<file path="config.mk">
export PLATFORM = sky130hd
export DESIGN_NAME = silife_spi_engine_flat
export DESIGN_NICKNAME = d
export VERILOG_FILES = /design/src/rtl/silife_spi_pkg.sv /design/src/rtl/silife_spi_if.sv /design/src/rtl/silife_spi_clkdiv.sv /design/src/rtl/silife_spi_engine.sv /design/src/flat_wrapper.sv
export SDC_FILE = /design/constraint.sdc
export NUM_CORES = 1
export LEC_CHECK = 0
export ABC_CLOCK_PERIOD_IN_PS = 3800
export CAP_MARGIN = 10
export CELL_PAD_IN_SITES_DETAIL_PLACEMENT = 1
export CELL_PAD_IN_SITES_GLOBAL_PLACEMENT = 1
export CORE_MARGIN = 3
export CORE_UTILIZATION = 40
export DETAILED_ROUTE_END_ITERATION = 16
export PLACE_DENSITY_LB_ADDON = 0.1
export SYNTH_ARGS = -nofsm -noshare
export SYNTH_HDL_FRONTEND = slang
export SYNTH_HIERARCHICAL = 1
export SYNTH_SLANG_ARGS = --single-unit
</file>
<file path="constraint.sdc">
create_clock -name clk -period 3.8 [get_ports clk]
set_input_delay 0.76 -clock clk [delete_from_list [all_inputs] [get_ports clk]]
set_output_delay 0.76 -clock clk [all_outputs]
set_load 0.01 [all_outputs]
</file>
<file path="src/rtl/silife_spi_pkg.sv">
// Shared types and constants for the SiLife SPI master engine.
// The receive path is enabled by the SILIFE_SPI_MISO_EN macro (see silife_spi_engine).
package silife_spi_pkg;

  typedef enum logic [1:0] {
    ST_IDLE  = 2'd0,
    ST_LEAD  = 2'd1,
    ST_SHIFT = 2'd2,
    ST_TRAIL = 2'd3
  } spi_state_e;

  // SPI modes encoded as {cpol, cpha}
  localparam logic [1:0] SPI_MODE0 = 2'b00;
  localparam logic [1:0] SPI_MODE1 = 2'b01;
  localparam logic [1:0] SPI_MODE2 = 2'b10;
  localparam logic [1:0] SPI_MODE3 = 2'b11;

endpackage

</file>
<file path="src/rtl/silife_spi_if.sv">
// Control/handshake and serial pin bundle between the grid controller and the SPI engine.
interface silife_spi_if #(
  parameter int WIDTH = 16,
  parameter int DIV_W = 8
);
  logic [WIDTH-1:0] i_word;
  logic             i_start;
  logic [DIV_W-1:0] i_div;
  logic             i_cpol;
  logic             i_cpha;
  logic             i_miso;
  logic             o_sck;
  logic             o_mosi;
  logic             o_cs_n;
  logic             o_busy;
  logic             o_done;
  logic [WIDTH-1:0] o_rx_word;

  modport master (
    output i_word, i_start, i_div, i_cpol, i_cpha, i_miso,
    input  o_sck, o_mosi, o_cs_n, o_busy, o_done, o_rx_word
  );

  modport slave (
    input  i_word, i_start, i_div, i_cpol, i_cpha, i_miso,
    output o_sck, o_mosi, o_cs_n, o_busy, o_done, o_rx_word
  );
endinterface

</file>
<file path="src/rtl/silife_spi_clkdiv.sv">
// Loadable down-counter: while enabled, emits a one-cycle tick every div+1 cycles.
// An all-ones divider gives 2^DIV_W cycles without widening the counter.
module silife_spi_clkdiv #(
  parameter int DIV_W = 8
) (
  input  logic             clk,
  input  logic             reset_n,
  input  logic             load_i,
  input  logic             en_i,
  input  logic [DIV_W-1:0] div_i,
  output logic             tick_o
);

  logic [DIV_W-1:0] cnt_q, cnt_d;
  logic [DIV_W-1:0] reload_q, reload_d;

  assign tick_o = en_i && (cnt_q == {DIV_W{1'b0}});

  // Next count: load wins, then reload on tick, else count down while enabled
  always_comb begin
    cnt_d    = cnt_q;
    reload_d = reload_q;
    if (load_i) begin
      reload_d = div_i;
      cnt_d    = div_i;
    end else if (tick_o) begin
      cnt_d = reload_q;
    end else if (en_i) begin
      cnt_d = cnt_q - {{(DIV_W-1){1'b0}}, 1'b1};
    end else begin
      cnt_d = cnt_q;
    end
  end

  // Counter and reload registers
  always_ff @(posedge clk or negedge reset_n) begin
    if (!reset_n) begin
      cnt_q    <= {DIV_W{1'b0}};
      reload_q <= {DIV_W{1'b0}};
    end else begin
      cnt_q    <= cnt_d;
      reload_q <= reload_d;
    end
  end

endmodule

</file>
<file path="src/rtl/silife_spi_engine.sv">
// Parametrised SPI master: MSB-first, CPOL/CPHA modes, programmable SCK divider, CS guard times.
// Define SILIFE_SPI_MISO_EN to build the full-duplex MISO capture path.
module silife_spi_engine
  import silife_spi_pkg::*;
#(
  parameter int WIDTH = 16,
  parameter int DIV_W = 8
) (
  input logic        clk,
  input logic        reset_n,
  silife_spi_if.slave bus
);

  localparam int               CNT_W     = $clog2(2*WIDTH+1);
  localparam logic [CNT_W-1:0] LAST_EDGE = CNT_W'(2*WIDTH-1);

  spi_state_e       state_q, state_d;
  logic [WIDTH-1:0] shift_q, shift_d;
  logic [CNT_W-1:0] edge_q, edge_d;
  logic             cpha_q, cpha_d;
  logic             sck_q, sck_d;
  logic             mosi_q, mosi_d;
  logic             cs_n_q, cs_n_d;
  logic             busy_q, busy_d;
  logic             done_q, done_d;
  logic             tick_s, load_s, lead_s, sample_s, finish_s;

  silife_spi_clkdiv #(.DIV_W(DIV_W)) u_clkdiv (
    .clk     (clk),
    .reset_n (reset_n),
    .load_i  (load_s),
    .en_i    (state_q != ST_IDLE),
    .div_i   (bus.i_div),
    .tick_o  (tick_s)
  );

  // Transaction sequencing and next values of all serial outputs
  always_comb begin
    state_d  = state_q;
    shift_d  = shift_q;
    edge_d   = edge_q;
    cpha_d   = cpha_q;
    sck_d    = sck_q;
    mosi_d   = mosi_q;
    cs_n_d   = cs_n_q;
    busy_d   = busy_q;
    done_d   = 1'b0;
    load_s   = 1'b0;
    lead_s   = ~edge_q[0];
    sample_s = 1'b0;
    finish_s = 1'b0;
    case (state_q)
      ST_IDLE: begin
        sck_d  = bus.i_cpol;
        mosi_d = 1'b0;
        cs_n_d = 1'b1;
        busy_d = 1'b0;
        if (bus.i_start) begin
          load_s  = 1'b1;
          cpha_d  = bus.i_cpha;
          edge_d  = {CNT_W{1'b0}};
          cs_n_d  = 1'b0;
          busy_d  = 1'b1;
          state_d = ST_LEAD;
          // CPHA=0 presents the MSB with CS; CPHA=1 waits for the first leading edge
          if (bus.i_cpha) begin
            shift_d = bus.i_word;
            mosi_d  = 1'b0;
          end else begin
            shift_d = {bus.i_word[WIDTH-2:0], 1'b0};
            mosi_d  = bus.i_word[WIDTH-1];
          end
        end else begin
          state_d = ST_IDLE;
        end
      end
      ST_LEAD: begin
        if (tick_s) begin
          state_d = ST_SHIFT;
        end else begin
          state_d = ST_LEAD;
        end
      end
      ST_SHIFT: begin
        if (tick_s) begin
          sck_d    = ~sck_q;
          edge_d   = edge_q + {{(CNT_W-1){1'b0}}, 1'b1};
          sample_s = (lead_s != cpha_q);
          if ((lead_s == cpha_q) && (edge_q != LAST_EDGE)) begin
            mosi_d  = shift_q[WIDTH-1];
            shift_d = {shift_q[WIDTH-2:0], 1'b0};
          end else begin
            mosi_d  = mosi_q;
            shift_d = shift_q;
          end
          if (edge_q == LAST_EDGE) begin
            state_d = ST_TRAIL;
          end else begin
            state_d = ST_SHIFT;
          end
        end else begin
          state_d = ST_SHIFT;
        end
      end
      ST_TRAIL: begin
        if (tick_s) begin
          state_d  = ST_IDLE;
          cs_n_d   = 1'b1;
          busy_d   = 1'b0;
          done_d   = 1'b1;
          mosi_d   = 1'b0;
          finish_s = 1'b1;
        end else begin
          state_d = ST_TRAIL;
        end
      end
      default: begin
        state_d = ST_IDLE;
        cs_n_d  = 1'b1;
        busy_d  = 1'b0;
        mosi_d  = 1'b0;
      end
    endcase
  end

  // State and registered outputs
  always_ff @(posedge clk or negedge reset_n) begin
    if (!reset_n) begin
      state_q <= ST_IDLE;
      shift_q <= {WIDTH{1'b0}};
      edge_q  <= {CNT_W{1'b0}};
      cpha_q  <= 1'b0;
      sck_q   <= 1'b0;
      mosi_q  <= 1'b0;
      cs_n_q  <= 1'b1;
      busy_q  <= 1'b0;
      done_q  <= 1'b0;
    end else begin
      state_q <= state_d;
      shift_q <= shift_d;
      edge_q  <= edge_d;
      cpha_q  <= cpha_d;
      sck_q   <= sck_d;
      mosi_q  <= mosi_d;
      cs_n_q  <= cs_n_d;
      busy_q  <= busy_d;
      done_q  <= done_d;
    end
  end

  assign bus.o_sck  = sck_q;
  assign bus.o_mosi = mosi_q;
  assign bus.o_cs_n = cs_n_q;
  assign bus.o_busy = busy_q;
  assign bus.o_done = done_q;

`ifdef SILIFE_SPI_MISO_EN
  logic [WIDTH-1:0] rx_sh_q, rx_sh_d;
  logic [WIDTH-1:0] rx_word_q, rx_word_d;

  // MISO capture; the completed word is published together with o_done
  always_comb begin
    rx_sh_d   = rx_sh_q;
    rx_word_d = rx_word_q;
    if (load_s) begin
      rx_sh_d = {WIDTH{1'b0}};
    end else if (sample_s) begin
      rx_sh_d = {rx_sh_q[WIDTH-2:0], bus.i_miso};
    end else begin
      rx_sh_d = rx_sh_q;
    end
    if (finish_s) begin
      rx_word_d = rx_sh_q;
    end else begin
      rx_word_d = rx_word_q;
    end
  end

  // Receive registers
  always_ff @(posedge clk or negedge reset_n) begin
    if (!reset_n) begin
      rx_sh_q   <= {WIDTH{1'b0}};
      rx_word_q <= {WIDTH{1'b0}};
    end else begin
      rx_sh_q   <= rx_sh_d;
      rx_word_q <= rx_word_d;
    end
  end

  assign bus.o_rx_word = rx_word_q;
`else
  logic unused_rx;
  assign unused_rx     = bus.i_miso ^ sample_s ^ finish_s;
  assign bus.o_rx_word = {WIDTH{1'b0}};
`endif

endmodule

</file>
<file path="src/flat_wrapper.sv">
// flat-port wrapper written by rule: the top's interface ports become plain ports
module silife_spi_engine_flat import silife_spi_pkg::*;
#(
  parameter int WIDTH = 16,
  parameter int DIV_W = 8
)
  (clk, reset_n, bus_i_word, bus_i_start, bus_i_div, bus_i_cpol, bus_i_cpha, bus_i_miso, bus_o_sck, bus_o_mosi, bus_o_cs_n, bus_o_busy, bus_o_done, bus_o_rx_word);
  silife_spi_if #(.WIDTH(WIDTH), .DIV_W(DIV_W)) bus_i ();
  input logic clk;
  input logic reset_n;
  input wire logic [$bits(bus_i.i_word)-1:0] bus_i_word;
  input wire logic [$bits(bus_i.i_start)-1:0] bus_i_start;
  input wire logic [$bits(bus_i.i_div)-1:0] bus_i_div;
  input wire logic [$bits(bus_i.i_cpol)-1:0] bus_i_cpol;
  input wire logic [$bits(bus_i.i_cpha)-1:0] bus_i_cpha;
  input wire logic [$bits(bus_i.i_miso)-1:0] bus_i_miso;
  output wire logic [$bits(bus_i.o_sck)-1:0] bus_o_sck;
  output wire logic [$bits(bus_i.o_mosi)-1:0] bus_o_mosi;
  output wire logic [$bits(bus_i.o_cs_n)-1:0] bus_o_cs_n;
  output wire logic [$bits(bus_i.o_busy)-1:0] bus_o_busy;
  output wire logic [$bits(bus_i.o_done)-1:0] bus_o_done;
  output wire logic [$bits(bus_i.o_rx_word)-1:0] bus_o_rx_word;
  assign bus_i.i_word = bus_i_word;
  assign bus_i.i_start = bus_i_start;
  assign bus_i.i_div = bus_i_div;
  assign bus_i.i_cpol = bus_i_cpol;
  assign bus_i.i_cpha = bus_i_cpha;
  assign bus_i.i_miso = bus_i_miso;
  assign bus_o_sck = bus_i.o_sck;
  assign bus_o_mosi = bus_i.o_mosi;
  assign bus_o_cs_n = bus_i.o_cs_n;
  assign bus_o_busy = bus_i.o_busy;
  assign bus_o_done = bus_i.o_done;
  assign bus_o_rx_word = bus_i.o_rx_word;
  silife_spi_engine #(.WIDTH(WIDTH), .DIV_W(DIV_W)) u_core (.clk(clk), .reset_n(reset_n), .bus(bus_i));
endmodule
</file>
# Yosys cells after proc, flatten, opt, wreduce, memory -nomap -nowiden
# Cells that the tools add are included.
# word_totals
reg_bits,46
input_bits,30
output_inout_bits,21
wordCells,73
# op_classes
n_addsub,2
eq_ne,10
mux,33
bitwise_logic,2
reduce_logical,15
# op_table
operator,count
$mux W16,4
$pmux W16 S2,1
$mux W8,3
$mux W1,15
$mux W6,2
$pmux W6 S2,1
$logic_not A8 Y1,1
$pmux W2 S4,1
$reduce_and A4 Y1,2
$sub A8 B1 Y8 const B,1
$add A6 B1 Y6 const B,1
$eq A6 B5 Y1 const B,1
$ne A2 B1 Y1 const B,3
$ne A6 B5 Y1 const B,1
$pmux W1 S2,3
$reduce_and A2 Y1,3
$reduce_bool A2 Y1,3
$reduce_bool A3 Y1,2
$eq A2 B2 Y1 const B,2
$mux W2,2
$pmux W1 S3,1
$reduce_and A3 Y1,1
$eq A2 B1 Y1 const B,1
$logic_and A1 B1 Y1,2
other kinds (4),5

# Logic depth before layout (Yosys ltp)
# depth
word_depth,6
ltp_mapped,11
depth_no_buf,8

# By module
# Netlist, hierarchy kept.
# by_module_without_submodules
module,n_inst,cells_per_inst,area_per_inst_um2,seq_area_each_um2
silife_spi_engine,1,174,1816.7,752.0
silife_spi_clkdiv,1,88,852.1,400.4

# Least setup slack after synthesis
# No wires, ideal clock.
# synth_timing
path_type,reg2reg
startpoint,register u_core.state_q[1]
endpoint,register u_core.shift_q[0]
setup_time_ns,0.125
t_arrival_ns,2.809
required_time_ns,3.675
setup_slack_ns,0.866
stages_incl_launch_ff,12
path_buffers,3
synth_period_minus_slack_ns,2.934
path_cell_list,dfrtp_1 > buf_2 > nor2_1 > inv_1 > or3b_1 > nor4b_4 > buf_2 > mux2i_1 > nor2_1 > o221ai_4 > buf_12 > mux2_4
# synth_via
elab_chain_len,4
elab_cells_between_ends,10
cone_classes,eq/ne (4); mux (1); reduce/logical (5)
# synth_rtl
item,line,source
"start, declared",silife_spi_engine.sv:17,"spi_state_e state_q, state_d;"
"start signal, assigned",silife_spi_engine.sv:139,state_q <= state_d;
$reduce_bool A2 Y1,silife_spi_engine.sv:32,".en_i (state_q != ST_IDLE),"
$logic_and A1 B1 Y1,silife_spi_clkdiv.sv:17,assign tick_o = en_i && (cnt_q == {DIV_W{1'b0}});
named net u_core.tick_s,silife_spi_engine.sv:26,"logic tick_s, load_s, lead_s, sample_s, finish_s;"
$ne A2 B1 Y1 (no line),--,
$reduce_and A4 Y1 (no line),--,
"end signal, assigned",silife_spi_engine.sv:130,shift_q <= {WIDTH{1'b0}};
"end signal, assigned",silife_spi_engine.sv:140,shift_q <= shift_d;
"end, declared",silife_spi_engine.sv:18,"logic [WIDTH-1:0] shift_q, shift_d;"
# The timed path passes the listed nets, and every way through them passes these cells.
# A chain may end at the register's enable or synchronous reset.

# Final worst setup path
# layout_timing
startpoint,register u_core.state_q[0]
endpoint,register u_core.shift_q[15]
# The elaborated chain is that of the path after synthesis.

==> flow_summary_export.csv <==
group,metric,value,unit
outcome,result_of_the_run,"complete, no violations",
global_routing,first_global_vias,2064,
critical_path,worst-endpoint-required,3980,ps
yosys,synth_async_sr_flop_share,100,%
routing,detail_route.wl_per_cell,15.1,µm
critical_path,crit_type,"reg2reg",
critical_path,critical_path.reg2reg.endpoint,"u_core/shift_q[15]$_DFFE_PN0P_",
yosys,largest_family_of_logic_cells_by_synthesized_area,"multiplexers",
die,initial_core_util,41.6,%
yosys,synth.largest_area_cell,"dfrtp_1",
timing,holdWs,506,ps
routing,drtAntennaViolNets,0,
job,maxCapViolations,0,
yosys,yosysWarnings,6,
timing,setup_viol_count_final,0,
cells_and_area,layout.filler_cells,732,
yosys,syn-instance-count,262,
cells_and_area,design.final.nets,326,
die,pin_count,51,
critical_path,endpoint_arrival_time_on_the_critical_path,3000,ps
global_routing,grt_antenna_before_repair,0,
cells_and_area,antenna_cells_inserted,0,
yosys,netlist_area,2670,µm²
clocking,cts.reportedPaths.clkPinSlew,80,ps
critical_path,regToRegSetupSlack,980,ps
yosys,post_synth_fa_ha_maj_area_fraction,0.938,%
routing,route.vias.total,1966,
timing,clock.fmax,0.355,GHz
cells_and_area,most-common-layout-cells,"dfrtp_1 (45), clkdlybuf4s50_1 (32), nand2_1 (26)",
timing,worst_slew_pin_slew,1040,ps
place,placement.io_buffers,33,
yosys,most_used_dff_post_synth,"dfrtp_1",
clocking,htreeDepth,2,
timing,relSlewSlack,30.6,%
place,dp_hpwl,4050,µm
die,core-area,6420,µm²
yosys,synth-compound-area-share,12.2,%
critical_path,crit_path_start_kind,"flip-flop",
yosys,synth_cell_types,46,
timing,final_max_slew_viol_count,0,
clocking,clock_insertion_delay_worst_skew,300,ps
yosys,ys_ff_latch,46,
yosys,synth_mux_area_share,19.0,%
cells_and_area,layout-area-overhead-vs-synth,16.4,%
clocking,cts_tree,"yes",
power_and_ir_drop,ir_drop,0.201,mV
clocking,cts_resized,0,
timing,timing.final.crit_share,74.1,%
die,chipHeight,87.7,µm
cells_and_area,multiInputGateArea,1340,µm²
timing,worst_clock_skew_on_the_final_layout,5.55,ps
timing,timing.setup.tns,0,ps
routing,vias_per_cell,5.28,
hold_path,hold_path_class,"reg2reg",
global_routing,grt_first_pass_wirelength,9730,µm
clocking,cts_buffer_depth,2,
routing,detailedRoute.firstIterationViolations,35,
critical_path,critical_path.reg2reg.startpoint,"u_core/state_q[0]$_DFF_PN0_",
yosys,yosysSeqAreaShare,43.2,%
global_routing,overall_track_demand_over_capacity_in_global_routing,15.8,%
routing,drcViolationCount,0,
die,die_w,87.7,µm
critical_path,critPathCapture,"u_core/shift_q[15]$_DFFE_PN0P_",
yosys,synth_xor_area_share,2.30,%
clocking,num_cts_buffers,5,
routing,totalWireLength,5600,µm
yosys,post_synth_edffs,0,
critical_path,ff2ff_path_depth,8,
cells_and_area,ff_latch_area,1150,µm²
place,finalWeightedCongestion,0.805,
timing,post_layout_minimum_cycle_time,2820,ps
critical_path,setup.worst_path.start,"u_core/state_q[0]$_DFF_PN0_",
hold_path,timing.hold.worst_path_depth,2,
critical_path,worstPathMaxFanout,16,
cells_and_area,layout-drive-gt1-share,14.9,%
critical_path,worstSetupEndpointType,"flip-flop",
cells_and_area,most_common_cell_after_layout_fill_and_taps_aside,"dfrtp_1",
die,design.die.area,7690,µm²
timing,hold_viol_final,0,
die,std_cell_rows,29,
clocking,cts_root_buffer,"clkbuf_8",
yosys,avgSynthCellArea,10.2,µm²
yosys,yosys.area_share.simple,13.5,%
power_and_ir_drop,cellLeakagePower,1.38,nW
yosys,yosysTopAreaCellShare,42.2,%
clocking,post_cts_hold_buffer_count,0,
yosys,synth.top_cells.by_area,"dfrtp_1 (42%), mux2i_1 (7.5%), mux2_2 (5.9%), mux2_4 (5.6%), buf_4 (4.5%)",
global_routing,overflow,0,
clocking,clock_sink_count,46,
clocking,post_cts.repair.setup_buffers,0,
power_and_ir_drop,power.density_cell_area,583,nW/µm²
timing,grt_setup_unrepaired,"false",
routing,drt_pass1_iterations,4,
global_routing,pin_count_of_the_biggest_net_entering_global_routing,47,
## cell usage after synthesis, types with 2 or more instances
cell type	instances
o31a_1	2
xnor2_1	5
o21ai_0	23
o31ai_1	3
mux2_2	14
nor3_1	5
mux2_4	10
a22oi_1	4
nand3_1	5
ha_1	2
xor2_1	2
mux2i_1	20
nand2_1	26
clkbuf_1	7
a21oi_1	6
buf_4	16
nor2_1	20
nor2b_1	4
dfrtp_1	45
a22o_1	2
buf_2	5
inv_1	11
nor4_1	2
## power by group
part	internal (mW)	leakage (nW)	switching (mW)
Sequential	0.694	0.572	0.157
Combinational	0.335	0.758	0.263
Clock	0.197	0.0524	0.164
Total	1.23	1.38	0.584
## how the worst min path moves through the flow
stage / slack [ps] / startpoint / to
2_1_floorplan: 460 / reset_n / u_core/bus.o_busy$_DFFE_PN0P_
3_3_place_gp: 490 / u_core/shift_q[3]$_DFFE_PN0P_ / u_core/shift_q[3]$_DFFE_PN0P_
3_5_place_dp: 500 / u_core/shift_q[2]$_DFFE_PN0P_ / u_core/shift_q[2]$_DFFE_PN0P_
4_1_cts: 510 / u_core/bus.o_cs_n$_DFFE_PN1P_ / u_core/bus.o_cs_n$_DFFE_PN1P_
5_1_grt: 540 / u_core/u_clkdiv/reload_q[1]$_DFFE_PN0P_ / u_core/u_clkdiv/reload_q[1]$_DFFE_PN0P_
6_report: 510 / u_core/bus.o_cs_n$_DFFE_PN1P_ / u_core/bus.o_cs_n$_DFFE_PN1P_
## metal layers
layer	part of all wire [%]	global-route usage, %	up-vias
met1	47	21.0	990
met3	3.2	3.39	5
met5	0	0	-
met4	0.86	3.35	0
li1	-	-	944
met2	48	26.6	27
## worst max-delay path, stage by stage, from the launching register on
cell and delay, ps:
dfrtp_1 590, nor2_1 160, inv_1 100, or3b_1 410, nor4b_4 260, mux2i_1 210, nor2_1 220, o221ai_4 340
mux2_4 400
## state kept, by name, summed over array words and instances (netlist names), 2 cells and up
signal and cells:
u_core/edge_q 6, u_core/state_q 2, u_core/u_clkdiv/cnt_q 8, u_core/u_clkdiv/reload_q 8
u_core/shift_q 16
## area by class of cell
cell class,count,share of cell area [%]
multi-input cells,191,43.1
repair buffers,39,11.9
inverters,11,1.33
clock buffers,7,2.46
clock inverters,1,0.967
flip-flops and latches,46,37.1
well taps,77,3.10
## stage by stage
stage	utilization [%]	total power, mW	area [µm²]	setup WS [ps]	cells
floorplan	-	1.27	2730	866	277
global placement	46.7	1.44	3000	989	364
detailed placement	46.7	1.47	3000	1010	364
CTS	48.4	1.84	3110	957	372
global route	48.4	1.95	3110	775	372
finish	48.4	1.81	3110	983	372
## logic make-up (layout without fill, tap and decap cells)
group	Yosys count	after routing
simple gates	73	73
compound gates	49	49
flops	46	46
mux	44	44
buf+inv	40	58
xor+xnor	7	7
fa+ha+maj	2	2
other cells	1	16
No activity file was read; power rests on OpenSTA's default activity.
